### src/rtl/port_arbiter_pkg.sv
// Shared definitions for the wormhole output-port arbiter.
package port_arbiter_pkg;

  localparam int unsigned DEF_PORTS_NUM = 4;
  localparam int unsigned DEF_DATA_SIZE = 37;

  // A port bundle is {valid, last, data}; flags sit directly above the payload.
  localparam int unsigned FLAG_BITS = 2;
  localparam int unsigned LAST_OFS  = 0;
  localparam int unsigned VALID_OFS = 1;

  typedef enum logic {
    IDLE   = 1'b0,
    LOCKED = 1'b1
  } state_e;

  // Width of a full port bundle for a given payload width.
  function automatic int unsigned port_size(input int unsigned data_size);
    return data_size + FLAG_BITS;
  endfunction

endpackage

### src/rtl/port_arbiter_rr.sv
// Rotating-priority picker: first requester after the pointer wins.
module rr_arbiter #(
  parameter int unsigned N  = 4,
  parameter int unsigned IW = 2
) (
  input  logic [N-1:0]  req_i,
  input  logic [IW-1:0] ptr_i,
  output logic [N-1:0]  gnt_o,
  output logic [IW-1:0] idx_o,
  output logic          any_o
);

  int unsigned k;

  // Scan ptr+1 .. ptr+N modulo N and take the first request seen.
  always_comb begin
    gnt_o = '0;
    idx_o = '0;
    any_o = 1'b0;
    k     = 0;
    for (int unsigned i = 1; i <= N; i++) begin
      k = (32'(ptr_i) + i) % N;
      if (!any_o && req_i[k]) begin
        any_o    = 1'b1;
        gnt_o[k] = 1'b1;
        idx_o    = IW'(k);
      end
    end
  end

endmodule

### src/rtl/port_arbiter.sv
// Round-robin output-port arbiter with packet locking and registered output.
module port_arbiter
  import port_arbiter_pkg::*;
#(
  parameter int unsigned PORTS_NUM    = DEF_PORTS_NUM,
  parameter int unsigned DATA_SIZE    = DEF_DATA_SIZE,
  parameter int unsigned LOCK_TIMEOUT = 0
) (
  input  logic                                       clk,
  input  logic                                       rst_n,
  input  logic [PORTS_NUM-1:0]                       req_i,
  input  logic [PORTS_NUM*DATA_SIZE-1:0]             data_i,
  input  logic [PORTS_NUM-1:0]                       last_i,
  output logic [PORTS_NUM-1:0]                       gnt_o,
  output logic [DATA_SIZE-1:0]                       data_o,
  output logic                                       valid_o,
  output logic                                       last_o,
  input  logic                                       ready_i,
  output logic [(PORTS_NUM > 1 ? $clog2(PORTS_NUM) : 1)-1:0] owner_o,
  output logic                                       locked_o,
  output logic                                       timeout_o
);

  localparam int unsigned OW        = (PORTS_NUM > 1) ? $clog2(PORTS_NUM) : 1;
  localparam int unsigned CW        = (LOCK_TIMEOUT > 0) ? $clog2(LOCK_TIMEOUT + 1) : 1;
  localparam int unsigned PORT_SIZE = port_size(DATA_SIZE);
  localparam int unsigned LAST_POS  = DATA_SIZE + LAST_OFS;
  localparam int unsigned VALID_POS = DATA_SIZE + VALID_OFS;

  state_e               state_q, state_d;
  logic [OW-1:0]        ptr_q, ptr_d;
  logic [OW-1:0]        owner_q, owner_d;
  logic [CW-1:0]        cnt_q, cnt_d;
  logic [PORT_SIZE-1:0] out_q, out_d;
  logic                 timeout_q, timeout_d;

  logic [PORTS_NUM-1:0] arb_gnt_c;
  logic [OW-1:0]        arb_idx_c;
  logic                 arb_any_c;
  logic [PORTS_NUM-1:0] gnt_c;
  logic [OW-1:0]        sel_c;
  logic                 load_c;
  logic                 load_ok_c;
  logic [DATA_SIZE-1:0] flit_c;

  rr_arbiter #(
    .N  (PORTS_NUM),
    .IW (OW)
  ) u_rr (
    .req_i (req_i),
    .ptr_i (ptr_q),
    .gnt_o (arb_gnt_c),
    .idx_o (arb_idx_c),
    .any_o (arb_any_c)
  );

  // The output register can take a new flit when empty or being drained.
  assign load_ok_c = !out_q[VALID_POS] || ready_i;

  // Lock FSM, grant selection, timeout counter and output register next state.
  always_comb begin
    state_d   = state_q;
    ptr_d     = ptr_q;
    owner_d   = owner_q;
    cnt_d     = cnt_q;
    out_d     = out_q;
    timeout_d = 1'b0;
    gnt_c     = '0;
    sel_c     = owner_q;
    load_c    = 1'b0;
    flit_c    = '0;

    case (state_q)
      IDLE: begin
        if (load_ok_c && arb_any_c) begin
          gnt_c  = arb_gnt_c;
          sel_c  = arb_idx_c;
          load_c = 1'b1;
          cnt_d  = '0;
          if (last_i[arb_idx_c]) begin
            ptr_d = arb_idx_c;
          end else begin
            state_d = LOCKED;
          end
        end
      end
      LOCKED: begin
        if (load_ok_c && req_i[owner_q]) begin
          gnt_c[owner_q] = 1'b1;
          load_c         = 1'b1;
          cnt_d          = '0;
          if (last_i[owner_q]) begin
            state_d = IDLE;
            ptr_d   = owner_q;
          end
        end else if (LOCK_TIMEOUT > 0) begin
          if (cnt_q == CW'(LOCK_TIMEOUT - 1)) begin
            state_d   = IDLE;
            ptr_d     = owner_q;
            timeout_d = 1'b1;
            cnt_d     = '0;
          end else begin
            cnt_d = cnt_q + CW'(1);
          end
        end
      end
      default: state_d = IDLE;
    endcase

    for (int unsigned k = 0; k < PORTS_NUM; k++) begin
      if (sel_c == OW'(k)) flit_c = data_i[k*DATA_SIZE +: DATA_SIZE];
    end

    if (load_c) begin
      out_d[DATA_SIZE-1:0] = flit_c;
      out_d[LAST_POS]      = last_i[sel_c];
      out_d[VALID_POS]     = 1'b1;
      owner_d              = sel_c;
    end else if (out_q[VALID_POS] && ready_i) begin
      out_d[VALID_POS] = 1'b0;
      out_d[LAST_POS]  = 1'b0;
    end
  end

  // State and output register; reset drops any partial packet.
  always_ff @(posedge clk or negedge rst_n) begin
    if (!rst_n) begin
      state_q   <= IDLE;
      ptr_q     <= OW'(PORTS_NUM - 1);
      owner_q   <= '0;
      cnt_q     <= '0;
      out_q     <= '0;
      timeout_q <= 1'b0;
    end else begin
      state_q   <= state_d;
      ptr_q     <= ptr_d;
      owner_q   <= owner_d;
      cnt_q     <= cnt_d;
      out_q     <= out_d;
      timeout_q <= timeout_d;
    end
  end

  assign gnt_o     = rst_n ? gnt_c : '0;
  assign data_o    = out_q[DATA_SIZE-1:0];
  assign valid_o   = out_q[VALID_POS];
  assign last_o    = out_q[LAST_POS];
  assign owner_o   = owner_q;
  assign locked_o  = (state_q == LOCKED);
  assign timeout_o = timeout_q;

endmodule

### config.mk
export PLATFORM = sky130hd
export DESIGN_NAME = port_arbiter
export DESIGN_NICKNAME = d
export VERILOG_FILES = /design/src/rtl/port_arbiter_pkg.sv /design/src/rtl/port_arbiter_rr.sv /design/src/rtl/port_arbiter.sv
export SDC_FILE = /design/constraint.sdc
export NUM_CORES = 1
export LEC_CHECK = 0
export ABC_AREA = 1
export CORE_UTILIZATION = 42
export CTS_CLUSTER_SIZE = 28
export DETAILED_ROUTE_END_ITERATION = 10
export PLACE_DENSITY_LB_ADDON = 0.05
export SLEW_MARGIN = 20
export SYNTH_ARGS = -nofsm -noshare
export SYNTH_HDL_FRONTEND = slang
export SYNTH_SLANG_ARGS = --single-unit
### constraint.sdc
create_clock -name clk -period 7.59 [get_ports clk]
set_input_delay 1.1385 -clock clk [delete_from_list [all_inputs] [get_ports clk]]
set_output_delay 1.1385 -clock clk [all_outputs]
set_load 0.02 [all_outputs]
Word level (Yosys, flattened, before mapping)
Index checks and enable logic that the tools add are counted.
W data, S select, Z words.
{ "op_classes": {"n_mul": 0, "shift": 0, "n_reduce_logical": 19, "n_eq_ne": 7, "magnitude_cmp": 12, "n_mux": 63, "n_div": 0, "n_addsub": 4, "bitwise_logic": 4} }
{ "ops": {"columns": ["op", "n"], "rows": [
  ["$mux W37", 4],
  ["$mux W4", 7],
  ["$mux W2", 12],
  ["$mux W1", 23],
  ["$lt A2 B3 Y1 const B", 7],
  ["$bmux W1 S2", 8],
  ["$or A4 B4 Y4", 3],
  ["$logic_and A1 B1 Y1", 11],
  ["$demux W1 S2", 5],
  ["$ge A2 B1 Y1 const B", 5],
  ["$pmux W4 S2", 1],
  ["$add A2 B1 Y2 const B", 2],
  ["$add A2 B2 Y2 const B", 2],
  ["$eq A2 B2 Y1 const B", 2],
  ["$logic_not A1 Y1", 4],
  ["$ne A2 B1 Y1 const B", 2],
  ["$ne A2 B2 Y1 const B", 2],
  ["$pmux W1 S2", 2],
  ["$pmux W2 S2", 1],
  ["$reduce_and A4 Y1", 1],
  ["$eq A2 B1 Y1 const B", 1],
  ["$logic_not A2 Y1", 1],
  ["$reduce_bool A2 Y1", 1],
  ["$logic_or A1 B1 Y1", 1],
  ["$not A1 Y1", 1]
]} }
{ "word_totals": {"n_memories": 0, "reg_bits": 44, "in_bits": 159, "output_inout_bits": 47, "wordCells": 114, "latchBits": 0, "mem_bits_ro": 0, "ramBits": 0} }

Longest topological paths before layout
{ "depth": {"word_depth": 21, "ltp_mapped": 19, "ltp_nobuf": 17} }

Modules after synthesis
From an unflattened synthesis, not the netlist that was laid out.
{ "hier_totals": {"cells_unflattened": 618, "area_unflattened_um2": 3852.4} }
{ "modules_own_cells": {"columns": ["mod", "cells_each", "area_each_um2", "seq_area_each_um2", "n_inst"], "rows": [
  ["port_arbiter", 537, 3316.9, 1103.6, 1],
  ["rr_arbiter", 81, 535.5, 0.0, 1]
]} }

Worst setup path after synthesis
Ideal clock, no wire load.
{ "synth_path": {"path_type": "input -> output", "start": "input port req_i[0]", "end": "output port gnt_o[3]", "setup_slack_ns": 4.211, "t_arrival_ns": 2.241, "required_ns": 6.451, "n_path_buf": 0, "cell_stages": 11, "path_cell_list": "inv_1 nand2_1 nand3_2 nand2_4 inv_4 nand3_1 inv_1 nand3_1 o2111ai_1 nand2_1 a21oi_1"} }
{ "synth_via": {"elab_chain_len": 16, "word_cells_on_any_way": 33, "cone_classes": "mux: 22; bitwise: 3; reduce/logical: 8"} }
{ "synth_rtl": {"columns": ["item", "line_no", "text"], "rows": [
  ["from (decl)", "port_arbiter.sv:11", "input logic [PORTS_NUM-1:0] req_i,"],
  ["$bmux W1 S2", "port_arbiter_rr.sv:23", "if (!any_o && req_i[k]) begin"],
  ["$mux W1 (not written as such)", "port_arbiter_rr.sv:23", null],
  ["$mux W1", "port_arbiter_rr.sv:23", null],
  ["$logic_not A1 Y1", "port_arbiter_rr.sv:23", null],
  ["$logic_and A1 B1 Y1", "port_arbiter_rr.sv:23", null],
  ["$mux W1", "port_arbiter_rr.sv:23", null],
  ["$logic_not A1 Y1", "port_arbiter_rr.sv:23", null],
  ["$logic_and A1 B1 Y1", "port_arbiter_rr.sv:23", null],
  ["$mux W1", "port_arbiter_rr.sv:23", null],
  ["$logic_not A1 Y1", "port_arbiter_rr.sv:23", null],
  ["$logic_and A1 B1 Y1", "port_arbiter_rr.sv:23", null],
  ["$mux W1", "port_arbiter_rr.sv:23", null],
  ["$logic_and A1 B1 Y1", "port_arbiter.sv:75", "if (load_ok_c && arb_any_c) begin"],
  ["$mux W4", "port_arbiter.sv:75", null],
  ["$pmux W4 S2 (*)", "port_arbiter.sv:73", "case (state_q)"],
  ["$mux W4 (*)", "port_arbiter.sv:144", "assign gnt_o = rst_n ? gnt_c : '0;"],
  ["to (decl)", "port_arbiter.sv:14", "output logic [PORTS_NUM-1:0] gnt_o,"]
]} }
Every way passes the cells marked *; elsewhere a longest branch is shown, timed or not. The select of a mux whose other input is x is not followed.

Worst setup path after layout
{ "layout_path": {"start": "input port req_i[2]", "end": "output port gnt_o[2]"} }
Same word-level chain as after synthesis.

==> impl_metrics.json <==
{
  "die_w_um": 94.8,
  "initial_utilization": 0.438,
  "cts_max_path_buffers": 2,
  "dieArea_um2": 8990,
  "antenna_found_initial": 0,
  "first_global_vias": 4078,
  "cts_resized": 0,
  "dp.cells": 837,
  "end_kind": "primary output",
  "yosys_register_bits": 44,
  "fin_crit_sh": 0.595,
  "cts_made_buffers": 5,
  "final_hold_viol_count": 0,
  "grt_max_degree": 48,
  "p_leak_uw": 0.00264,
  "nets": 906,
  "vias_per_cell": 5.16,
  "path_cells": "clkdlybuf4s50_1 -> inv_1 -> o221ai_1 -> nand2_1 -> nor2_1 -> nand2_1 -> a21oi_1 -> clkdlybuf4s50_1",
  "diodes": 0,
  "vias": 4360,
  "cts_sinks": 44,
  "insertion_delay_ns": 0.29,
  "seq_area_um2": 1100,
  "drv_slew": 0,
  "worstSetupPathType": "in -> out",
  "drive_gt1_frac": 0.0595,
  "drtIter0Drc": 242,
  "drc": 0,
  "layoutNonFillerInstCount": 845,
  "dp_hpwl_um": 9220,
  "max_cap_viol_count": 0,
  "core_area_um2": 8260,
  "cts_setup_buffers": 0,
  "yosys-top-cells-area": "dfrtp_1 (29%), nand2_1 (22%), nand3_1 (13%), o21ai_0 (5.3%), inv_1 (3.9%)",
  "slowest_delay_ns": 0.62,
  "drtAntennaViolNets": 0,
  "clkTransAtPathRegs_ns": 0.07,
  "cp-start-kind": "input port",
  "rsz0062_at_grt": "false",
  "yosysTopAreaCell": "dfrtp_1",
  "max_freq_mhz": 221,
  "min_path_cells": 2,
  "seq_area_frac_synth": 0.305,
  "tightest_slew_ns": 1.00,
  "rows": 33,
  "critPathRequiredTime_ns": 6.45,
  "root_buffer": "clkbuf_8",
  "cp.depth": 8,
  "min_period_ns": 4.52,
  "finalSetupTns_ns": 0,
  "status": "finished, final reports clean",
  "grt_usage": 0.275,
  "grt_pass1_wl_um": 19200,
  "reg2reg_depth": 13,
  "synth_top_area_share": 0.290,
  "gr-total-overflow": 0,
  "yosysUniqueCellTypes": 35,
  "io-pin-count": 206,
  "path_buf_inv": 3,
  "io_buffers": 204,
  "synth_nets": 723,
  "fin_util": 0.693,
  "multi_input_area_um2": 2160,
  "layout_common_cells": "nand2_1 (209), clkdlybuf4s50_1 (203), nand3_1 (95)",
  "vdd_drop_max_mv": 0.304,
  "synth_area_um2": 3620,
  "globalplace.congestion": 0.876,
  "yosysWarnings": 0,
  "wire_per_inst_um": 14.7,
  "holdBufCountCts": 0,
  "crit_slowest_cell": "clkdlybuf4s50_1",
  "skew_ns": 0.0102,
  "power.density_nw_per_um2": 454,
  "fin_hold_ws_ns": 0.483,
  "crit_family": "buffers and inverters",
  "filler_cell_count": 704,
  "die_h_um": 94.8,
  "path_max_fanout": 5,
  "area_delta_synth_final_pct": 58.1,
  "wirelength_um": 12400,
  "report.final.setup_viol": 0,
  "avgSynthCellArea_um2": 6.51,
  "crit_arrival_ns": 3.38,
  "slew-limit-headroom": 0.329,
  "cts_tree": "yes",
  "htree_levels": 2,
  "hold_path_class": "reg -> reg",
  "syn_inst": 556,
  "layout_commonest_cell": "nand2_1",
  "first_pass_iters": 5
}
==> report_power, final <==
group	switching, uW	total (uW)	leakage, uW	internal [uW]
clock network	76.1	174	0.0000552	97.7
registers	96.1	462	0.000540	366
logic	1250	1960	0.00205	712
==> worst register-to-register path, stage by stage (launching register included) <==
cell and delay, ns:
dfstp_2 0.64, inv_1 0.22, ha_1 0.39, inv_1 0.15
nand3_1 0.09, nand2_1 0.19, nand4_4 0.17, nand2_4 0.14
nand2_1 0.10, nand2_4 0.38, nand2_2 0.58, or2_2 0.50
nand3_1 0.08, nand2_1 0.06
==> registers in the layout, summed over array words and instances, names as in the netlist <==
| register | count |
|---|---|
| out_q | 39 |
| owner_o | 2 |
| ptr_q | 2 |
| locked_o | 1 |
==> per-layer routing <==
metal	GRT usage	vias to the layer above	wire [um]
li1	-	2172	-
met1	0.336	1957	4950
met2	0.471	203	6160
met3	0.0580	28	992
met4	0.105	0	307
met5	0	-	0
==> logic make-up (layout without fill, tap and decap cells) <==
group           Yosys count  after routing  synth area share
other cells               1              1           0.00104
simple gates            372            372             0.477
compound gates           59             59            0.0878
buf+inv                  72            256             0.102
flops                    44             44             0.305
fa+ha+maj                 8              8            0.0277
==> layout make-up <==
class,count,area share
Multi-Input combinational cell,440,0.377
Clock buffer,6,0.0127
Tap cell,105,0.0230
Inverter,42,0.0293
Timing Repair Buffer,206,0.359
Sequential cell,44,0.193
Clock inverter,2,0.00612
==> synth_stat cells, drive strengths merged <==
library cell    n
nor3            3
o21ai          43
nor2            8
dfrtp          42
o2111ai         1
a22oi           4
buf            24
or2            28
nand3          99
o22ai           1
nand2         221
o221ai          1
clkbuf          6
a21oi           7
nand4          13
conb            1
inv            42
ha              8
a31oi           1
a21boi          1
dfstp           2
==> per-stage QoR <==
step	instance area, um2	power [uW]	worst slack (ns)
floorplan	3620	1870	4.21
global placement	5610	2390	3.13
detailed placement	5610	2430	3.11
CTS	5720	2610	3.11
global route	5720	2850	2.91
finish	5720	2600	3.07
==> final timing paths <==
| kind | endpoint | slack, ns | startpoint |
|---|---|---|---|
| max in group asynchronous | out_q[13] | 6.25 | rst_n |
| setup reg to reg | out_q[26] | 3.79 | ptr_q[1] |
| hold reg to reg | out_q[17] | 0.48 | out_q[17] |
| setup / recovery | gnt_o[2] | 3.07 | req_i[2] |
| min in group asynchronous | out_q[3] | 0.93 | rst_n |
| hold / removal | out_q[17] | 0.48 | out_q[17] |
Note: power is estimated with default switching activity, not from simulation.
